--- src/rtl/mem_xfer_pkg.sv ---
// Shared constants and FSM encoding for the memory transfer source side.
package mem_xfer_pkg;
    localparam int DATA_WIDTH = 8;
    localparam int DEPTH      = 8;
    localparam int ADDR_WIDTH = $clog2(DEPTH);

    typedef enum logic [1:0] {
        IDLE = 2'd0,
        SEND = 2'd1,
        DONE = 2'd2
    } state_t;
endpackage

--- src/rtl/mem_stream_buf.sv ---
// Frame buffer: DEPTH x DATA_WIDTH register file, synchronous write, combinational read.
module mem_stream_buf #(
    parameter int DATA_WIDTH = 8,
    parameter int DEPTH      = 8,
    parameter int ADDR_WIDTH = 3
) (
    input  logic                  i_clk,
    input  logic                  i_we,
    input  logic [ADDR_WIDTH-1:0] i_waddr,
    input  logic [DATA_WIDTH-1:0] i_wdata,
    input  logic [ADDR_WIDTH-1:0] i_raddr,
    output logic [DATA_WIDTH-1:0] o_rdata
);
    logic [DATA_WIDTH-1:0] r_mem [DEPTH];

    // No reset: contents survive a mid-frame reset and are reloaded by the host.
    always_ff @(posedge i_clk) begin
        if (i_we) r_mem[i_waddr] <= i_wdata;
    end

    assign o_rdata = r_mem[i_raddr];
endmodule

--- src/rtl/mem_stream_tx.sv ---
// Streams the 8-entry buffer one byte per clock with Hold stall and frame sequencing.
module mem_stream_tx #(
    parameter int DATA_WIDTH = mem_xfer_pkg::DATA_WIDTH,
    parameter int DEPTH      = mem_xfer_pkg::DEPTH,
    parameter int ADDR_WIDTH = mem_xfer_pkg::ADDR_WIDTH
) (
    input  logic                  Clk,
    input  logic                  Reset,
    input  logic                  WrEn,
    input  logic [ADDR_WIDTH-1:0] WrAddr,
    input  logic [DATA_WIDTH-1:0] WrData,
    input  logic                  Start,
    input  logic                  Hold,
    output logic [DATA_WIDTH-1:0] DataOutA,
    output logic                  ValidA,
    output logic                  LastA,
    output logic                  Busy,
    output logic                  FrameDone,
    output logic                  WrErr
);
    import mem_xfer_pkg::*;

    state_t                r_state, w_state_nxt;
    logic [ADDR_WIDTH-1:0] r_ptr;
    logic [DATA_WIDTH-1:0] w_rdata;
    logic                  w_we, w_adv, w_last;

    logic [DATA_WIDTH-1:0] r_data;
    logic                  r_valid, r_last, r_busy, r_fdone, r_wrerr;

    // Host writes land only while idle; any write during a frame is dropped.
    assign w_we   = WrEn && (r_state == IDLE);
    assign w_adv  = (r_state == SEND) && !Hold;
    assign w_last = (r_ptr == ADDR_WIDTH'(DEPTH - 1));

    mem_stream_buf #(
        .DATA_WIDTH(DATA_WIDTH),
        .DEPTH     (DEPTH),
        .ADDR_WIDTH(ADDR_WIDTH)
    ) u_buf (
        .i_clk  (Clk),
        .i_we   (w_we),
        .i_waddr(WrAddr),
        .i_wdata(WrData),
        .i_raddr(r_ptr),
        .o_rdata(w_rdata)
    );

    always_comb begin
        w_state_nxt = r_state;
        case (r_state)
            IDLE:    if (Start) w_state_nxt = SEND;
            SEND:    if (w_adv && w_last) w_state_nxt = DONE;
            DONE:    w_state_nxt = Start ? SEND : IDLE;
            default: w_state_nxt = IDLE;
        endcase
    end

    always_ff @(posedge Clk or negedge Reset) begin
        if (!Reset) begin
            r_state <= IDLE;
            r_ptr   <= '0;
        end else begin
            r_state <= w_state_nxt;
            if (r_state == IDLE && Start) r_ptr <= '0;
            else if (w_adv)               r_ptr <= r_ptr + ADDR_WIDTH'(1);
        end
    end

    // Outputs trail the FSM by one edge, so DONE shows up the cycle after LastA.
    always_ff @(posedge Clk or negedge Reset) begin
        if (!Reset) begin
            r_data  <= '0;
            r_valid <= 1'b0;
            r_last  <= 1'b0;
            r_busy  <= 1'b0;
            r_fdone <= 1'b0;
            r_wrerr <= 1'b0;
        end else begin
            r_data  <= w_adv ? w_rdata : '0;
            r_valid <= w_adv;
            r_last  <= w_adv && w_last;
            r_busy  <= (r_state != IDLE);
            r_fdone <= (r_state == DONE);
            r_wrerr <= WrEn && (r_state != IDLE);
        end
    end

    assign DataOutA  = r_data;
    assign ValidA    = r_valid;
    assign LastA     = r_last;
    assign Busy      = r_busy;
    assign FrameDone = r_fdone;
    assign WrErr     = r_wrerr;
endmodule

--- config.mk ---
export PLATFORM = sky130hd
export DESIGN_NAME = mem_stream_tx
export DESIGN_NICKNAME = d
export VERILOG_FILES = /design/src/rtl/mem_xfer_pkg.sv /design/src/rtl/mem_stream_buf.sv /design/src/rtl/mem_stream_tx.sv
export SDC_FILE = /design/constraint.sdc
export NUM_CORES = 1
export LEC_CHECK = 0
export CAP_MARGIN = 40
export CORE_UTILIZATION = 50
export DETAILED_ROUTE_END_ITERATION = 6
export PLACE_DENSITY_LB_ADDON = 0.3
export SYNTH_ARGS = -nofsm -noshare
export SYNTH_HDL_FRONTEND = slang
export SYNTH_SLANG_ARGS = --single-unit
export TNS_END_PERCENT = 10
--- constraint.sdc ---
create_clock -name Clk -period 2.2 [get_ports Clk]
set_input_delay 0.33 -clock Clk [delete_from_list [all_inputs] [get_ports Clk]]
set_output_delay 0.33 -clock Clk [all_outputs]
set_load 0.02 [all_outputs]
==> results.md <==
* Routed length per placed instance at 17.9 um
* Commonest cells in the synthesized netlist: 64 x edfxtp_1, 34 x mux2i_1, 18 x dfrtp_1
* Post-synthesis sequential area ratio at about three quarters
* DRC Markers at 0
* # fillers at 438
* Worst slew pin tran at 0.666 ns
* Via density at 5.56
* Layout cells sized above 1 at between 10 and 15%
* Headroom to the max-slew limit at a little under three fifths
* Detailed Routing Iterations Pass 1 at 4
* I/O pin count at 29
* Vias at roughly 1700
* P per Cell Area at 1110 nW/um^2
* Yosys warnings at 0
* Reg clk slew, reported paths at 0.07 ns
* Final min period at 1.78 ns
* Post-DRT Antenna Nets at 0
* Post-route cell area at approximately 3700 sq um
* Setup skew after layout at 0.00601 ns
* Initial antenna violation count at 0
* Final setup viols at 0
* Reg2reg path depth at 4
* CTS tree: yes
* CTS Hold Buffers Added at 0
* Port bufs at 28
* DPL Wire Length at 3.39 mm
* Top_reg_cell synth: edfxtp_1
* TNS Setup at 0 ns
* Syn_nets at 199
* Final Hold Fails at 0
* Maximum vdd drop at around 0.98 mV
* HP Class: in2async
* Final period util at between 80% and 90%
* Launching element type of the critical path: register
* PostCTS Resize Cnt at 0
* CTS buffer count at 9
* Worst EP required at around 2.3 ns
* Synth top area share at between 60% and 70%
* Initial Utilization at 52.6%
* Synth area leaders: edfxtp_1 61%, dfrtp_1 14%, mux2i_1 11%
* Yosys reg bits at 82
* Outcome: complete, no violations
* Final net count at 241
* Die area at 6660 sq um
* Worst-skew pair later-pin latency at 0.34 ns
* Unrepaired setup endpoints after global routing: false
* CTS max path bufs at 2
* Reg-to-Reg Start: r_state[1]
* CTS root buffer: clkbuf_8
* CP Data Arrival Time at 1.83 ns
* GRT Resource Usage Total at 18.9%
* Max Slew Vio Count at 0
* Die H at ~80 um
* Post-synth EDFFs at 64
* First-pass GRT wire length at roughly 8.4 mm
* Max Clk Rate at 561 MHz
* Mapped Cells at 181
* GRT overflow at 0
* Reg2reg setup slack at around 0.42 ns
* Post-Route WL at 5.43 mm
* Ant. Diodes at 0
* Post-CTS Setup Bufs at 0
* Largest net degree at the start of global routing at 35
* Core footprint at between 6000 and 7000 sq um
* Clock sink total at 82
* Worst r2r dst: u_buf.r_mem[1][2]
* Synth Cell Area at 3170 sq um
* LEAKAGE at approximately 1.4 nW
* Vias in the first global route at 1681
* RePlAce Congestion at 0.723
* Setup crit end kind: register
* Yosys cell types at 25
* H-tree depth at 3
* DRT iter0 DRCs at 132
* Critical path class: reg2reg
* Hold WS at ~0.33 ns
* Cell accounting for the most synthesized area: edfxtp_1
* Row count at 28
* Area grow syn2layout at 18.1%
* Crit Path Max Fanout at 8
* Most frequent cell after synthesis: edfxtp_1
* Dpl cell area at ~3600 sq um
* Mean Syn Cell Area at approximately 18 sq um
* Die X at 81.6 um
* Ys async rst share at 22.0%
* Max Cap Violations at 0
-- power breakdown --
part / switching (W) / total (W) / internal (W)
Combinational: 0.000647 / 0.00123 / 0.000588
Sequential: 0.0000814 / 0.00190 / 0.00182
Clock: 0.000485 / 0.00101 / 0.000521
Total: 0.00121 / 0.00414 / 0.00293
-- through the flow --
| stage | util (%) | setup WS, ns | total power [W] | std cells |
|---|---|---|---|---|
| 2_1_floorplan | - | 0.323 | 0.00285 | 181 |
| 3_3_place_gp | 59.0 | 0.453 | 0.00313 | 287 |
| 3_5_place_dp | 59.0 | 0.380 | 0.00318 | 287 |
| 4_1_cts | 62.1 | 0.415 | 0.00418 | 303 |
| 5_1_grt | 62.1 | 0.278 | 0.00435 | 303 |
| 6_report | 62.1 | 0.417 | 0.00414 | 303 |
-- cells by family after synthesis --
| logic type | after synthesis | share of synthesized area (%) |
|---|---|---|
| flops | 82 | 74.9 |
| mux | 35 | 11.1 |
| simple gates | 31 | 5.76 |
| compound gates | 20 | 4.42 |
| buf+inv | 10 | 2.80 |
| fa+ha+maj | 2 | 0.789 |
| xor+xnor | 1 | 0.276 |
-- worst max-delay path by stage --
| stage | startpoint | to | slack [ns] | depth (start not counted) |
|---|---|---|---|---|
| finish | r_state[1] | u_buf.r_mem[1][2] | 0.42 | 4 |
| global route | r_state[1] | u_buf.r_mem[1][2] | 0.28 | 4 |
| CTS | r_state[1] | u_buf.r_mem[1][2] | 0.42 | 4 |
| detailed placement | Hold | r_ptr[1] | 0.38 | 4 |
| global placement | Hold | r_ptr[1] | 0.45 | 4 |
| floorplan | r_state[1] | u_buf.r_mem[1][0] | 0.32 | 3 |
-- state kept, by name, indices dropped and copies added (netlist names) --
name,flops
u_buf.r_mem,64
FrameDone,1
r_state,2
ValidA,1
WrErr,1
r_ptr,3
LastA,1
Busy,1
DataOutA,8
-- area by class of cell --
type	count	area [sq um]	share of cell area (%)
Sequential cell	82	2370	63.4
Multi-Input combinational cell	89	708	18.9
Timing Repair Buffer	39	375	10.0
Clock buffer	11	131	3.51
Tap cell	75	93.8	2.51
Clock inverter	5	55.1	1.47
Inverter	2	7.51	0.201
-- layout by cell type, fill, tap and decap left out --
cell type | netlist | routed
edfxtp_1 | 64 | 64
mux2i_1 | 34 | 34
clkdlybuf4s50_1 | 0 | 28
dfrtp_1 | 18 | 18
a22oi_1 | 16 | 16
buf_4 | 0 | 10
clkbuf_8 | 0 | 9
nor2_1 | 8 | 8
and3_1 | 8 | 8
a21oi_1 | 4 | 4
nor2b_1 | 3 | 3
and2_1 | 3 | 3
inv_1 | 2 | 2
nand2b_1 | 2 | 2
nor3_1 | 2 | 2
ha_1 | 2 | 2
clkbuf_1 | 1 | 2
nor3b_4 | 1 | 1
and2b_1 | 1 | 1
nand3_1 | 1 | 1
nand2_1 | 1 | 1
nand3b_1 | 1 | 1
xnor2_1 | 1 | 1
mux2_2 | 1 | 1
clkinvlp_4 | 0 | 1
bufinv_16 | 0 | 1
clkinv_4 | 0 | 1
clkinv_2 | 0 | 1
clkinv_1 | 0 | 1
buf_12 | 2 | 1
-- worst max-delay path, cell delays in order, from the launching register on --
cell	delay (ns)
dfrtp_1	0.43
nor2_1	0.35
nand3_1	0.25
nor3_1	0.23
buf_4	0.23
-- per-layer routing --
metal  track usage, %  up-vias  wire, um
li1                 -      775         -
met1             21.5      831      2220
met2             31.0       62      2760
met3             6.00       16       266
met4             11.8        0       187
met5                0        -         0
Power figures use the tool's default switching activity.
==> variant 1, RTL diff (same settings) <==
The 3 states of `state_t` get a one-hot encoding in 3 bits.
--- a/src/rtl/mem_xfer_pkg.sv
+++ b/src/rtl/mem_xfer_pkg.sv
@@ -5,8 +5,8 @@
     localparam int ADDR_WIDTH = $clog2(DEPTH);
 
-    typedef enum logic [1:0] {
-        IDLE = 2'd0,
-        SEND = 2'd1,
-        DONE = 2'd2
+    typedef enum logic [2:0] {
+        IDLE = 3'b001,
+        SEND = 3'b010,
+        DONE = 3'b100
     } state_t;
 endpackage
Formal check against the unedited RTL: same outputs for any inputs over 10 cycles, from zero or initial values and one cycle with Reset low; not proved beyond that.
==> variant 1 against the original RTL <==
Highest routed layer unchanged. Area after synthesis grew 1.2%. Sequential cell count is 1 higher. Sequential share of layout area fell by 0.56 points. Critical endpoint is now u_buf.r_mem[7][6]. Synthesized cell count grew 6.1%. Final area grew 2.0%. Utilization is 0.88 points higher. Routed wire length grew 6.0%. Worst setup slack got worse by 26 ps. Critical path depth grew 1. First-iteration DRC count is 3.0% lower.
Power is not compared: it rests on default switching activity, and its combinational part moved more than twofold at a synthesized area within 25%.
==> variant 1: results (changes against the original RTL) <==
| Metric | Value |
|---|---|
| Initial antenna violation count | `0 (unchanged)` |
| Synth cell count leaders | `edfxtp_1 (64), mux2i_1 (32), dfrtp_1 (18), a22oi_1 (16), nor2_1 (9)` |
| Final Skew | `6.65 ps (+0.636 ps)` |
| Synth area leaders | `edfxtp_1 (60%), dfrtp_1 (14%), mux2i_1 (10%)` |
| Placed insts | `298 (+3.8%)` |
| Met1 usage | `25.9% (+4.3 points)` |
| Clk slew on worst S/H paths | `80 ps` |
| M2 GR Usage | `31.0% (about the same)` |
| Worst r2r path cells | `5 (+1)` |
| Cell Area, Placed | `0.00363 mm² (+1.9%)` |
| DR vias/cell | `5.53 (-0.52%)` |
| Share of cells above drive strength 1 | `13.0% (+1.6 points)` |
| Final setup TNS | `0 ps (unchanged)` |
| Router iterations before antenna repair | `5 (+1)` |
| Reg power frac | `53.2%` |
| Mean Syn Cell Area | `16.7 µm² (-4.6%)` |
| Met3 routed WL | `301 µm (+13%)` |
| Finished Layout Cells | `314 (+3.6%)` |
| Pleak | `1.32 nW` |
| Grt met3 use | `6.92% (+0.92 points)` |
| Status | `finished, final reports clean` |
| Worst-margin pin slew | `586 ps (-79.4 ps)` |
| Metal-1 WL | `2540 µm (+15%)` |
| Largest register by flop count | `u_buf.r_mem` |
| Worst hold path type | `in2async` |
| EDFF count, synth | `64 (unchanged)` |
| Sw power | `0.902 mW` |
| Slowest CP cell | `dfstp_2` |
| VDD IR max | `0.623 mV` |
| Largest net degree at the start of global routing | `34 (-2.9%)` |
| Post-DP HPWL | `3900 µm (+15%)` |
| Vias in the first global route | `1680 (-0.059%)` |
| Post-synthesis sequential area ratio | `74.8% (-0.086 points)` |
| Post-synth ARST share | `22.9% (+0.94 points)` |
| Clk_lat worst skew | `340 ps (about the same)` |
| GPL Wtd Cong | `0.766 (+6.0%)` |
| Gr usage total | `19.9% (+0.98 points)` |
| CP Data Arrival Time | `1870 ps (+40 ps)` |
| Warnings, synthesis | `0 (unchanged)` |
| CP top delay family | `simple AND/OR/NAND/NOR gates` |
| Met2 Routed Length | `2850 µm (+3.2%)` |
| Final WL | `5760 µm (+6.0%)` |
| Post-synth net total | `210 (+5.5%)` |
| Nets@finish | `252 (+4.6%)` |
| Post-Place Worst Slack | `389 ps (+8.47 ps)` |
| Top sig layer | `met4` |
| First-pass GRT wire length | `8830 µm (+5.0%)` |
| Crit-path max cell delay | `580 ps (+150 ps)` |
| Synth cell types | `30 (+20%)` |
| DRT iter0 DRCs | `128 (-3.0%)` |
| Worst Setup End Kind | `flip-flop` |
-- variant 1: cell families after synthesis --
family | share of synthesized area (%)
flip-flops | 74.8
adder cells (fa/ha/maj) | 0.780
AO/OA/AOI/OAI | 4.88
XOR/XNOR | 0.273
AND/OR/NAND/NOR | 7.10
multiplexers | 9.98
buffers and inverters | 2.22
-- variant 1: layout make-up --
cell class / instances / area (µm²)
well taps: 75 / 93.8
inverters: 4 / 20.0
fillers: 447 / 2240
repair buffers: 39 / 375
multi-input cells: 97 / 738
clock inverters: 7 / 68.8
flip-flops and latches: 83 / 2400
clock buffers: 9 / 124
-- variant 1: final timing paths --
| kind | from | end | slack [ps] |
|---|---|---|---|
| setup reg to reg | r_state[0] | u_buf.r_mem[7][6] | 390 |
| hold / removal | Reset | r_ptr[2] | 310 |
| setup / recovery | r_state[0] | u_buf.r_mem[7][6] | 390 |
| hold reg to reg | r_state[1] | FrameDone | 500 |
| min in group Clk | r_state[1] | FrameDone | 500 |
| max in group asynchronous | Reset | r_state[0] | 1630 |
==> variant 2, RTL diff (same settings) <==
Without the edit above. `DEPTH` is set to 8 in 2 places; all go to 16.
--- a/src/rtl/mem_xfer_pkg.sv
+++ b/src/rtl/mem_xfer_pkg.sv
@@ -2,5 +2,5 @@
 package mem_xfer_pkg;
     localparam int DATA_WIDTH = 8;
-    localparam int DEPTH      = 8;
+    localparam int DEPTH      = 16;
     localparam int ADDR_WIDTH = $clog2(DEPTH);
 
--- a/src/rtl/mem_stream_buf.sv
+++ b/src/rtl/mem_stream_buf.sv
@@ -2,5 +2,5 @@
 module mem_stream_buf #(
     parameter int DATA_WIDTH = 8,
-    parameter int DEPTH      = 8,
+    parameter int DEPTH      = 16,
     parameter int ADDR_WIDTH = 3
 ) (
Ports: changed (resized WrAddr); port bits go from 29 to 30. The function was not compared with the original's and may differ.
==> variant 2 against the original RTL <==
Power is 91% higher. Routed wire length up 100%. Critical endpoint is now u_buf.r_mem[8][6]. Sequential cell count increased by 65. Global-route usage rose by 2.2 points. Largest cell class unchanged. Area after synthesis is 78% higher. Final area rose by 82%. Utilization grew 0.45 points. Via count is 67% higher. Die area up 75%. Sequential power rose by 73%. Count of clock-buffer cells in the layout up 10. Cell count up 60%. Largest power group unchanged. Worst setup slack lost 210 ps. Clock skew is essentially flat.
==> variant 2: results (changes against the original RTL) <==
| Metric | Value |
|---|---|
| Status | `finished, final reports clean` |
| First-pass GRT wire length | `16900 µm (+100%)` |
| Rel. slew slack | `58.5% (+2.9 points)` |
| CTS Buf Count | `17 (+8)` |
| Synth cell count leaders | `edfxtp_1 (128), mux4_2 (24), nor2_1 (20), dfrtp_1 (19), a221o_1 (7)` |
| CP max FO | `7 (-1)` |
| Post-synthesis sequential area ratio | `76.8% (+1.9 points)` |
| Vias in the first global route | `2919 (+74%)` |
| Final Skew | `6.13 ps (+0.115 ps)` |
| Clk_lat worst skew | `520 ps (+180 ps)` |
| DRT iter0 DRCs | `178 (+35%)` |
| # clock sinks | `147 (+79%)` |
| GPL Wtd Cong | `0.803 (+11%)` |
| Clock H-tree levels | `4 (+1)` |
| Cell Area, Placed | `0.00624 mm² (+75%)` |
| Compound-Gate Fraction of Synth Area | `2.76% (-1.7 points)` |
| Max reg flops | `128 (+100%)` |
| Synth cell types | `35 (+40%)` |
| R2R setup slack | `200 ps (-210 ps)` |
| Share of cells above drive strength 1 | `24.4% (+13 points)` |
| Post-synthesis adder-cell area fraction | `0.222% (-0.57 points)` |
| EDFF count, synth | `128 (+100%)` |
| Post-synthesis xor/xnor area fraction | `0.467% (+0.19 points)` |
| CP Data Arrival Time | `2230 ps (+400 ps)` |
| Routed WL per cell | `22.8 µm (+27%)` |
| Post-DP HPWL | `7010 µm (+110%)` |
| Pleak | `2.35 nW (+68%)` |
| Post-synth net total | `287 (+44%)` |
| Gr usage total | `21.1% (+2.2 points)` |
variant 2: per-stage QoR:
stage               util [%]  hold WS [ps]  cells  setup slack [ps]
floorplan                  -          34.4    269               114
global placement        57.3           468    452               218
detailed placement      57.3           480    452               148
CTS                     62.6           139    484               218
global route            62.6           156    484               112
finish                  62.6           154    484               203
variant 2: layer usage:
metal | global-route usage, % | wire length, µm
met5 | 0 | 0
met4 | 9.88 | 207
met3 | 5.18 | 547
met2 | 33.7 | 5760
met1 | 27.6 | 4540
variant 2: layout make-up:
type,instances,area [µm²]
Clock inverter,11,136
Clock buffer,21,439
Tap cell,140,175
Sequential cell,147,4320
Inverter,3,11.3
Timing Repair Buffer,56,518
Fill cell,734,4080
Multi-Input combinational cell,106,1210
variant 2: report_power, final:
group / total, mW / switching, mW / internal [mW]
logic: 1.85 / 0.882 / 0.967
clock network: 2.78 / 1.04 / 1.75
registers: 3.28 / 0.107 / 3.17
variant 2: cells by family (layout without fill, tap and decap cells):
kind of cell | after synthesis | after routing
adders and majority gates | 1 | 1
xor gates and xnor gates | 3 | 3
DFF | 147 | 147
and+or+nand+nor | 48 | 48
AOI/OAI and AO/OA | 17 | 17
buffers and inverters | 16 | 91
muxes | 37 | 37
variant 2: critical path, cell delays in order, from the launching register on:
cell	delay [ps]
dfrtp_1	410
nor2_1	370
nand2_1	90
or3_1	410
nor2_1	220
buf_4	200
variant 2: worst max path at each step:
stage	startpoint	to	slack [ps]
2_1_floorplan	r_state[1]	u_buf.r_mem[0][0]	110
3_3_place_gp	WrEn	u_buf.r_mem[0][2]	220
3_5_place_dp	WrEn	u_buf.r_mem[8][0]	150
4_1_cts	r_state[1]	u_buf.r_mem[8][0]	220
5_1_grt	r_state[1]	u_buf.r_mem[8][6]	110
6_report	r_state[1]	u_buf.r_mem[8][6]	200
